File: src/rtl/fetch_stage.sv
// Instruction-fetch stage: owns the PC, addresses instruction memory and
// registers {pc, pc+4, instr} into the IF/ID holding register.
module fetch_stage #(
    parameter logic [31:0] RESET_PC  = 32'h0000_0000,
    parameter logic [31:0] HALT_WORD = 32'hFFFF_FFFF,
    parameter logic [31:0] NOP_WORD  = 32'h0000_0000
) (
    input  logic        clk,
    input  logic        reset,
    input  logic        stall,
    input  logic        redirect_valid,
    input  logic [31:0] redirect_pc,
    output logic [31:0] imem_addr,
    input  logic [31:0] imem_rdata,
    output logic [31:0] if_pc,
    output logic [31:0] if_pc4,
    output logic [31:0] if_instr,
    output logic        if_valid,
    output logic        halted,
    output logic [31:0] fetch_count,
    output logic [1:0]  dbg_state_o
);

    typedef enum logic [1:0] {
        BOOT = 2'd0,
        RUN  = 2'd1,
        HALT = 2'd2
    } state_t;

    state_t      state_q;
    logic [31:0] pc_q;
    logic [31:0] if_pc_q;
    logic [31:0] if_pc4_q;
    logic [31:0] if_instr_q;
    logic        if_valid_q;
    logic        halted_q;
    logic [31:0] fetch_count_q;

    logic [31:0] pc_inc_d;
    logic [31:0] redirect_pc_d;

    assign pc_inc_d      = pc_q + 32'd4;
    assign redirect_pc_d = {redirect_pc[31:2], 2'b00};

    // Handshake: redirect_valid has no ready; a redirect is consumed on any
    // rising edge outside HALT and always wins over stall in that cycle.
    always_ff @(posedge clk or posedge reset) begin
        if (reset) begin
            state_q       <= BOOT;
            pc_q          <= RESET_PC;
            if_pc_q       <= 32'd0;
            if_pc4_q      <= 32'd0;
            if_instr_q    <= NOP_WORD;
            if_valid_q    <= 1'b0;
            halted_q      <= 1'b0;
            fetch_count_q <= 32'd0;
        end else begin
            case (state_q)
                BOOT: begin
                    state_q <= RUN;
                    if (redirect_valid) begin
                        pc_q <= redirect_pc_d;
                    end
                end
                RUN: begin
                    if (redirect_valid) begin
                        pc_q       <= redirect_pc_d;
                        if_instr_q <= NOP_WORD;
                        if_valid_q <= 1'b0;
                    end else if (!stall) begin
                        if (imem_rdata == HALT_WORD) begin
                            state_q    <= HALT;
                            halted_q   <= 1'b1;
                            if_valid_q <= 1'b0;
                            if_instr_q <= NOP_WORD;
                        end else begin
                            if_pc_q       <= pc_q;
                            if_pc4_q      <= pc_inc_d;
                            if_instr_q    <= imem_rdata;
                            if_valid_q    <= 1'b1;
                            pc_q          <= pc_inc_d;
                            fetch_count_q <= fetch_count_q + 32'd1;
                        end
                    end
                end
                HALT: begin
                    state_q <= HALT;
                end
                default: begin
                    state_q <= BOOT;
                end
            endcase
        end
    end

    assign imem_addr   = pc_q;
    assign if_pc       = if_pc_q;
    assign if_pc4      = if_pc4_q;
    assign if_instr    = if_instr_q;
    assign if_valid    = if_valid_q;
    assign halted      = halted_q;
    assign fetch_count = fetch_count_q;
    assign dbg_state_o = state_q;

endmodule

File: config.mk
export PLATFORM = sky130hd
export DESIGN_NAME = fetch_stage
export DESIGN_NICKNAME = d
export VERILOG_FILES = /design/src/rtl/fetch_stage.sv
export SDC_FILE = /design/constraint.sdc
export NUM_CORES = 1
export LEC_CHECK = 0
export BUFFER_PORTS_ARGS = -buffer_cell sky130_fd_sc_hd__buf_2
export CORE_UTILIZATION = 45
export DETAILED_ROUTE_END_ITERATION = 16
export HOLD_SLACK_MARGIN = 0.12
export PLACE_DENSITY = 0.81
export SLEW_MARGIN = 20
export SYNTH_ARGS = -nofsm -noshare
export SYNTH_HDL_FRONTEND = slang
export SYNTH_SLANG_ARGS = --single-unit
File: constraint.sdc
create_clock -name clk -period 6 [get_ports clk]
set_clock_uncertainty 0.15 [all_clocks]
set_input_delay 0.3 -clock clk [delete_from_list [all_inputs] [get_ports clk]]
set_output_delay 0.3 -clock clk [all_outputs]
set_load 0.05 [all_outputs]
==> impl_metrics.py, run 1 <==
metrics = {
    "synthesis": {
        "avgSynthCellArea_sq_um": 10.0,
        "synth_cells": 720,
        "ys_seq_area_frac": 0.548,
        "ys_warn_count": 0,
        "synth-seq-cells": 158,
        "yosysTopAreaCell": "dfrtp_1",
        "yosys_most_used_dff": "dfrtp_1",
        "synth.area.top_cells": "dfrtp_1 55%, nand2_1 8.1%, xnor2_1 5.0%, a22o_1 3.9%, xor2_1 2.2%",
        "ys_types": 56,
        "post-synth-top-count-cell": "dfrtp_1",
        "async_flop_share": 1.00,
        "synth_top_area_frac": 0.548,
        "synth_edf_count": 0,
        "syn_area_sq_um": 7220,
        "synthTopCellsByCount": "158 x dfrtp_1, 155 x nand2_1, 41 x xnor2_1, 33 x nor2_1, 32 x a22o_1",
    },
    "clock_tree": {
        "htreeDepth": 4,
        "cts_tree": "done",
        "clockBufferDepth": 2,
        "cts_buffers": 17,
        "cts.sinks": 158,
        "cts.repair.resized": 0,
        "clock_latency_ns": 0.42,
        "path_clk_slew_ns": 0.06,
        "holdBufCountCts": 56,
        "post_cts_buffers": 0,
        "cts_root_buf": "clkbuf_16",
    },
    "pwr": {
        "finalPower_uw": 3450,
        "leakage_uw": 0.00471,
        "power.density_nw_per_um2": 360,
        "ir_drop_mv": 0.297,
    },
    "grt": {
        "grt_max_degree": 97,
        "grt.overflow.total": 0,
        "grt_pass1_vias": 6081,
        "grt_use_total": 0.248,
        "antenna_found_initial": 0,
        "grt_first_pass_wirelength_um": 31600,
    },
    "placement": {
        "dp_hpwl_um": 12700,
        "place_congestion": 0.812,
        "io_buffers": 223,
        "dp.cells": 1116,
    },
    "sta": {
        "worst_pin_slew_ns": 1.01,
        "rsz0062_at_grt": "false",
        "slew_headroom": 0.326,
        "maxSlewViolCount": 0,
        "finalSetupViolations": 0,
        "hold-worst-slack_ns": 0.139,
        "hold_violations": 0,
        "fin_crit_sh": 0.524,
        "fin_crit_ns": 3.14,
        "fmax_mhz": 318,
        "tns_ns": 0,
    },
    "final_layout": {
        "layout-area-overhead-vs-synth_pct": 32.6,
        "diodes": 0,
        "fin_cells": 1202,
        "final_util": 0.621,
        "nets": 1052,
        "drive_above_1_share": 0.292,
    },
    "run": {
        "drv_cap": 0,
    },
    "floorplan": {
        "io_pins": 232,
        "core-area_sq_um": 15400,
        "initial_utilization": 0.468,
        "row_count": 45,
        "die_area_sq_um": 16600,
        "die_h_um": 129,
        "dieWidth_um": 129,
    },
    "status": {
        "status": "complete, no violations",
    },
    "detailed_routing": {
        "wl_per_cell_um": 16.6,
        "drc": 0,
        "avgViaCountPerCell": 5.37,
        "postRouteAntennaNets": 0,
        "vias": 6451,
        "drt_iter0_markers": 321,
        "drt_pass1_iterations": 7,
        "drt_wl_total_um": 20000,
    },
    "hold_path": {
        "worstHoldPathType": "input port to register",
    },
    "critical_path": {
        "crit_fanout": 94,
        "worst_setup_path_start_kind": "input port",
        "cp-end-kind": "register",
        "criticalPathCategory": "input port to register",
        "arrival_ns": 3.32,
        "required_ns": 6.18,
    },
}
[logic make-up after synthesis]
group	share of synthesized area
multiplexers	0.00468
adder cells (fa/ha/maj)	0.00693
other	0.000519
AND/OR/NAND/NOR	0.183
flip-flops	0.548
buffers and inverters	0.0367
XOR/XNOR	0.0716
AO/OA/AOI/OAI	0.149
[path summary, 6_finish.rpt]
check,startpoint,slack [ns],endpoint,depth (start not counted)
max,imem_rdata[22],2.86,fetch_count[8],9
min,redirect_pc[16],0.14,imem_addr[16],4
max reg2reg,dbg_state_o[1],2.96,if_pc4[2],8
min reg2reg,if_pc[24],0.32,if_pc[24],2
max in group asynchronous,reset,3.89,fetch_count[26],4
min in group asynchronous,reset,0.44,if_pc[17],3
[metrics by stage]
step                instance area, sq um  setup slack, ns
floorplan                           7240             1.29
global placement                    8490             3.03
detailed placement                  8490             2.95
CTS                                 9570             2.92
global route                        9570             2.67
finish                              9570             2.86
[power by group]
group | total [uW] | internal [uW] | switching [uW]
clock network | 979 | 559 | 420
registers | 1360 | 1220 | 146
logic | 1110 | 273 | 833
total | 3450 | 2050 | 1400
[flip-flops by register name, indices dropped and copies added (netlist names)]
signal       flops
fetch_count     32
if_instr        32
if_pc4          30
if_pc           30
imem_addr       30
dbg_state_o      2
halted           1
if_valid         1
[per-layer routing]
layer | vias to the layer above | GRT usage | wire length (um)
met3 | 41 | 0.0615 | 1300
met4 | 0 | 0.112 | 563
met5 | - | 0 | 0
met2 | 266 | 0.404 | 9930
met1 | 3123 | 0.311 | 8180
li1 | 3021 | - | -
[final cells by class]
| type | count | area (sq um) |
|---|---|---|
| Inverter | 7 | 31.3 |
| Multi-Input combinational cell | 509 | 3060 |
| Tap cell | 211 | 264 |
| Clock buffer | 17 | 425 |
| Timing Repair Buffer | 287 | 1740 |
| Clock inverter | 13 | 103 |
| Sequential cell | 158 | 3950 |
| Fill cell | 1307 | 5850 |
[critical path: stages]
cell and delay, ns:
dlygate4sd3_1 0.56, buf_2 0.13, nand4_1 0.11, or4_1 0.66
o21ai_4 0.18, buf_4 0.77, nor2_1 0.26, nand3_1 0.19
xnor2_1 0.14
[cells in the final DEF (no fill, tap or decap), types with 3 or more instances in the layout]
cell           count
a211oi_1           3
a21oi_1           25
a22o_1            32
a22oi_1            7
a2bb2oi_1          6
a31oi_1            4
a41oi_1            3
and3_1            13
and4_1             3
buf_2            223
buf_4              8
clkbuf_16         17
clkinv_2           7
clkinvlp_4         5
conb_1             6
dfrtp_1          158
dlygate4sd3_1     56
ha_1               4
inv_1              6
nand2_1          155
nand3_1           21
nand3_2            3
nand4_1           19
nor2_1            33
nor3_1             7
o21a_1             3
o21ai_0           17
o21ai_1           29
o21ai_2            3
o22a_1             8
o22ai_1            8
o2bb2ai_1          4
xnor2_1           41
xor2_1            18
Note: power is estimated with default switching activity, not from simulation.
==> run 2: changes to the inputs <==
- ABC_AREA: not set -> 1
- PLACE_DENSITY: 0.81 -> 0.82
- clock period: 6 -> 2.65 ns (I/O delays scaled with it)
==> impl_metrics.py, run 2 <==
metrics = {
    "placement": {
        "io_buffers": 223,
        "place_congestion": 0.932,
        "dp_hpwl_um": 15900,
    },
    "grt": {
        "antenna_found_initial": 1,
        "grt.overflow.total": 0,
        "grt_max_degree": 104,
        "grt_use_total": 0.257,
        "grt_first_pass_wirelength_um": 36900,
        "grt_pass1_vias": 7351,
    },
    "floorplan": {
        "initial_utilization": 0.464,
        "dieWidth_um": 136,
        "io_pins": 232,
        "row_count": 48,
        "core-area_sq_um": 17400,
        "die_h_um": 136,
        "die_area_sq_um": 18500,
    },
    "detailed_routing": {
        "wl_per_cell_um": 15.1,
        "drt_iter0_markers": 591,
        "routed-wl-met3_um": 1450,
        "postRouteAntennaNets": 0,
        "drt_pass1_iterations": 5,
        "highest_layer": "met5",
        "avgViaCountPerCell": 5.05,
        "wl_met1_um": 9930,
        "drt_wl_total_um": 23400,
        "wl_met2_um": 11400,
        "drc": 0,
        "vias": 7812,
    },
    "clock_tree": {
        "htreeDepth": 4,
        "clock_latency_ns": 0.42,
        "clockBufferDepth": 2,
        "cts_buffers": 17,
        "cts.sinks": 158,
        "holdBufCountCts": 65,
        "cts.repair.resized": 0,
        "post_cts_buffers": 0,
        "cts_root_buf": "clkbuf_16",
        "cts_tree": "done",
        "path_clk_slew_ns": 0.06,
    },
    "critical_path": {
        "required_ns": 2.81,
        "criticalPathCategory": "input port to register",
        "worst_setup_path_start_kind": "input port",
        "arrival_ns": 2.64,
        "crit_fanout": 103,
        "cp-end-kind": "register",
    },
    "final_layout": {
        "final_util": 0.606,
        "layout-area-overhead-vs-synth_pct": 30.5,
        "nFillCells": 1475,
        "diodes": 0,
        "nets": 1382,
        "layout_commonest_cell": "nand2_1",
        "final_cell_mix": "382 x nand2_1, 223 x buf_2, 158 x dfrtp_1, 93 x inv_1, 82 x nor2_1",
        "drive_above_1_share": 0.231,
    },
    "sta": {
        "hold_violations": 0,
        "maxSlewViolCount": 0,
        "fin_crit_ns": 2.48,
        "fmax_mhz": 403,
        "worst_pin_slew_ns": 0.790,
        "slew_headroom": 0.473,
        "fin_crit_sh": 0.936,
        "finalSetupViolations": 0,
        "tns_ns": 0,
        "rsz0062_at_grt": "false",
    },
    "pwr": {
        "power.density_nw_per_um2": 782,
        "ir_drop_mv": 0.575,
        "leakage_uw": 0.00536,
    },
    "synthesis": {
        "synth_edf_count": 0,
        "synth.area.top_cells": "dfrtp_1 49%, nand2_1 18%, o21ai_0 4.8%, inv_1 4.4%, nor2_1 3.8%",
        "avgSynthCellArea_sq_um": 7.85,
        "synthTopCellsByCount": "382 x nand2_1, 158 x dfrtp_1, 94 x inv_1, 82 x nor2_1, 78 x o21ai_0",
        "synth_cells": 1030,
        "syn_area_sq_um": 8090,
        "yosys_most_used_dff": "dfrtp_1",
        "synth_top_area_frac": 0.489,
        "post-synth-top-count-cell": "nand2_1",
        "ys_warn_count": 0,
        "async_flop_share": 1.00,
        "ys_seq_area_frac": 0.489,
        "yosysTopAreaCell": "dfrtp_1",
        "ys_types": 34,
        "synth-seq-cells": 158,
    },
    "run": {
        "drv_cap": 0,
    },
    "hold_path": {
        "worstHoldPathType": "input port to register",
    },
    "status": {
        "status": "complete, no violations",
    },
}
run 2: area by class of cell:
| class | instances | area, sq um | share of cell area |
|---|---|---|---|
| Clock buffer | 21 | 460 | 0.0436 |
| Clock inverter | 9 | 113 | 0.0107 |
| Inverter | 97 | 368 | 0.0349 |
| Multi-Input combinational cell | 739 | 3510 | 0.332 |
| Sequential cell | 158 | 3950 | 0.375 |
| Tap cell | 225 | 282 | 0.0267 |
| Timing Repair Buffer | 297 | 1870 | 0.177 |
run 2: kinds of logic after synthesis:
logic type	synth area share
simple gates	0.302
flops	0.489
buf+inv	0.0804
other cells	0.000464
xor+xnor	0.0376
mux	0.0136
fa+ha+maj	0.00619
compound gates	0.0705
run 2: per-layer routing:
layer | global-route usage | up-vias
li1 | - | 3794
met4 | 0.0963 | 2
met5 | 0 | -
met2 | 0.435 | 323
met1 | 0.326 | 3645
met3 | 0.0477 | 48
run 2: per-stage QoR:
| stage | cell area (sq um) | power, uW | setup slack [ns] | hold slack, ns | std cells |
|---|---|---|---|---|---|
| floorplan | 8110 | 5090 | 0.367 | 0.103 | 1035 |
| detailed placement | 9330 | 5800 | 0.490 | 0.176 | 1451 |
| global placement | 9330 | 5750 | 0.545 | 0.166 | 1451 |
| CTS | 10600 | 8290 | 0.242 | 0.159 | 1546 |
| finish | 10600 | 8250 | 0.170 | 0.175 | 1546 |
| global route | 10600 | 8610 | 0.0473 | 0.203 | 1546 |
run 2: path summary, 6_finish.rpt:
check                               startpoint               to  slack [ns]  cells after the start
worst max-delay path                     stall        if_pc4[2]        0.17                     11
worst min-delay path            redirect_valid    imem_addr[30]        0.18                      6
worst max register to register  dbg_state_o[0]     imem_addr[8]        0.50                      9
worst min register to register      if_pc4[13]       if_pc4[13]        0.33                      2
max in group asynchronous                reset        if_pc[22]        1.42                      4
min in group asynchronous                reset  fetch_count[16]        0.23                      4
run 2: where the power goes:
part           total, uW  leakage (uW)  internal (uW)  switching [uW]
clock network       2410      0.000279           1430             976
registers           3140       0.00197           2780             354
logic               2710       0.00310            637            2070
total               8250       0.00536           4850            3400
run 2: worst max-delay path: stages:
cell,delay (ns)
dlygate4sd3_1,0.56
buf_2,0.15
nor2_1,0.08
dlygate4sd3_1,0.57
inv_1,0.07
nor2_1,0.12
nand2_2,0.10
inv_2,0.08
buf_12,0.36
nand2_1,0.22
o21a_1,0.15
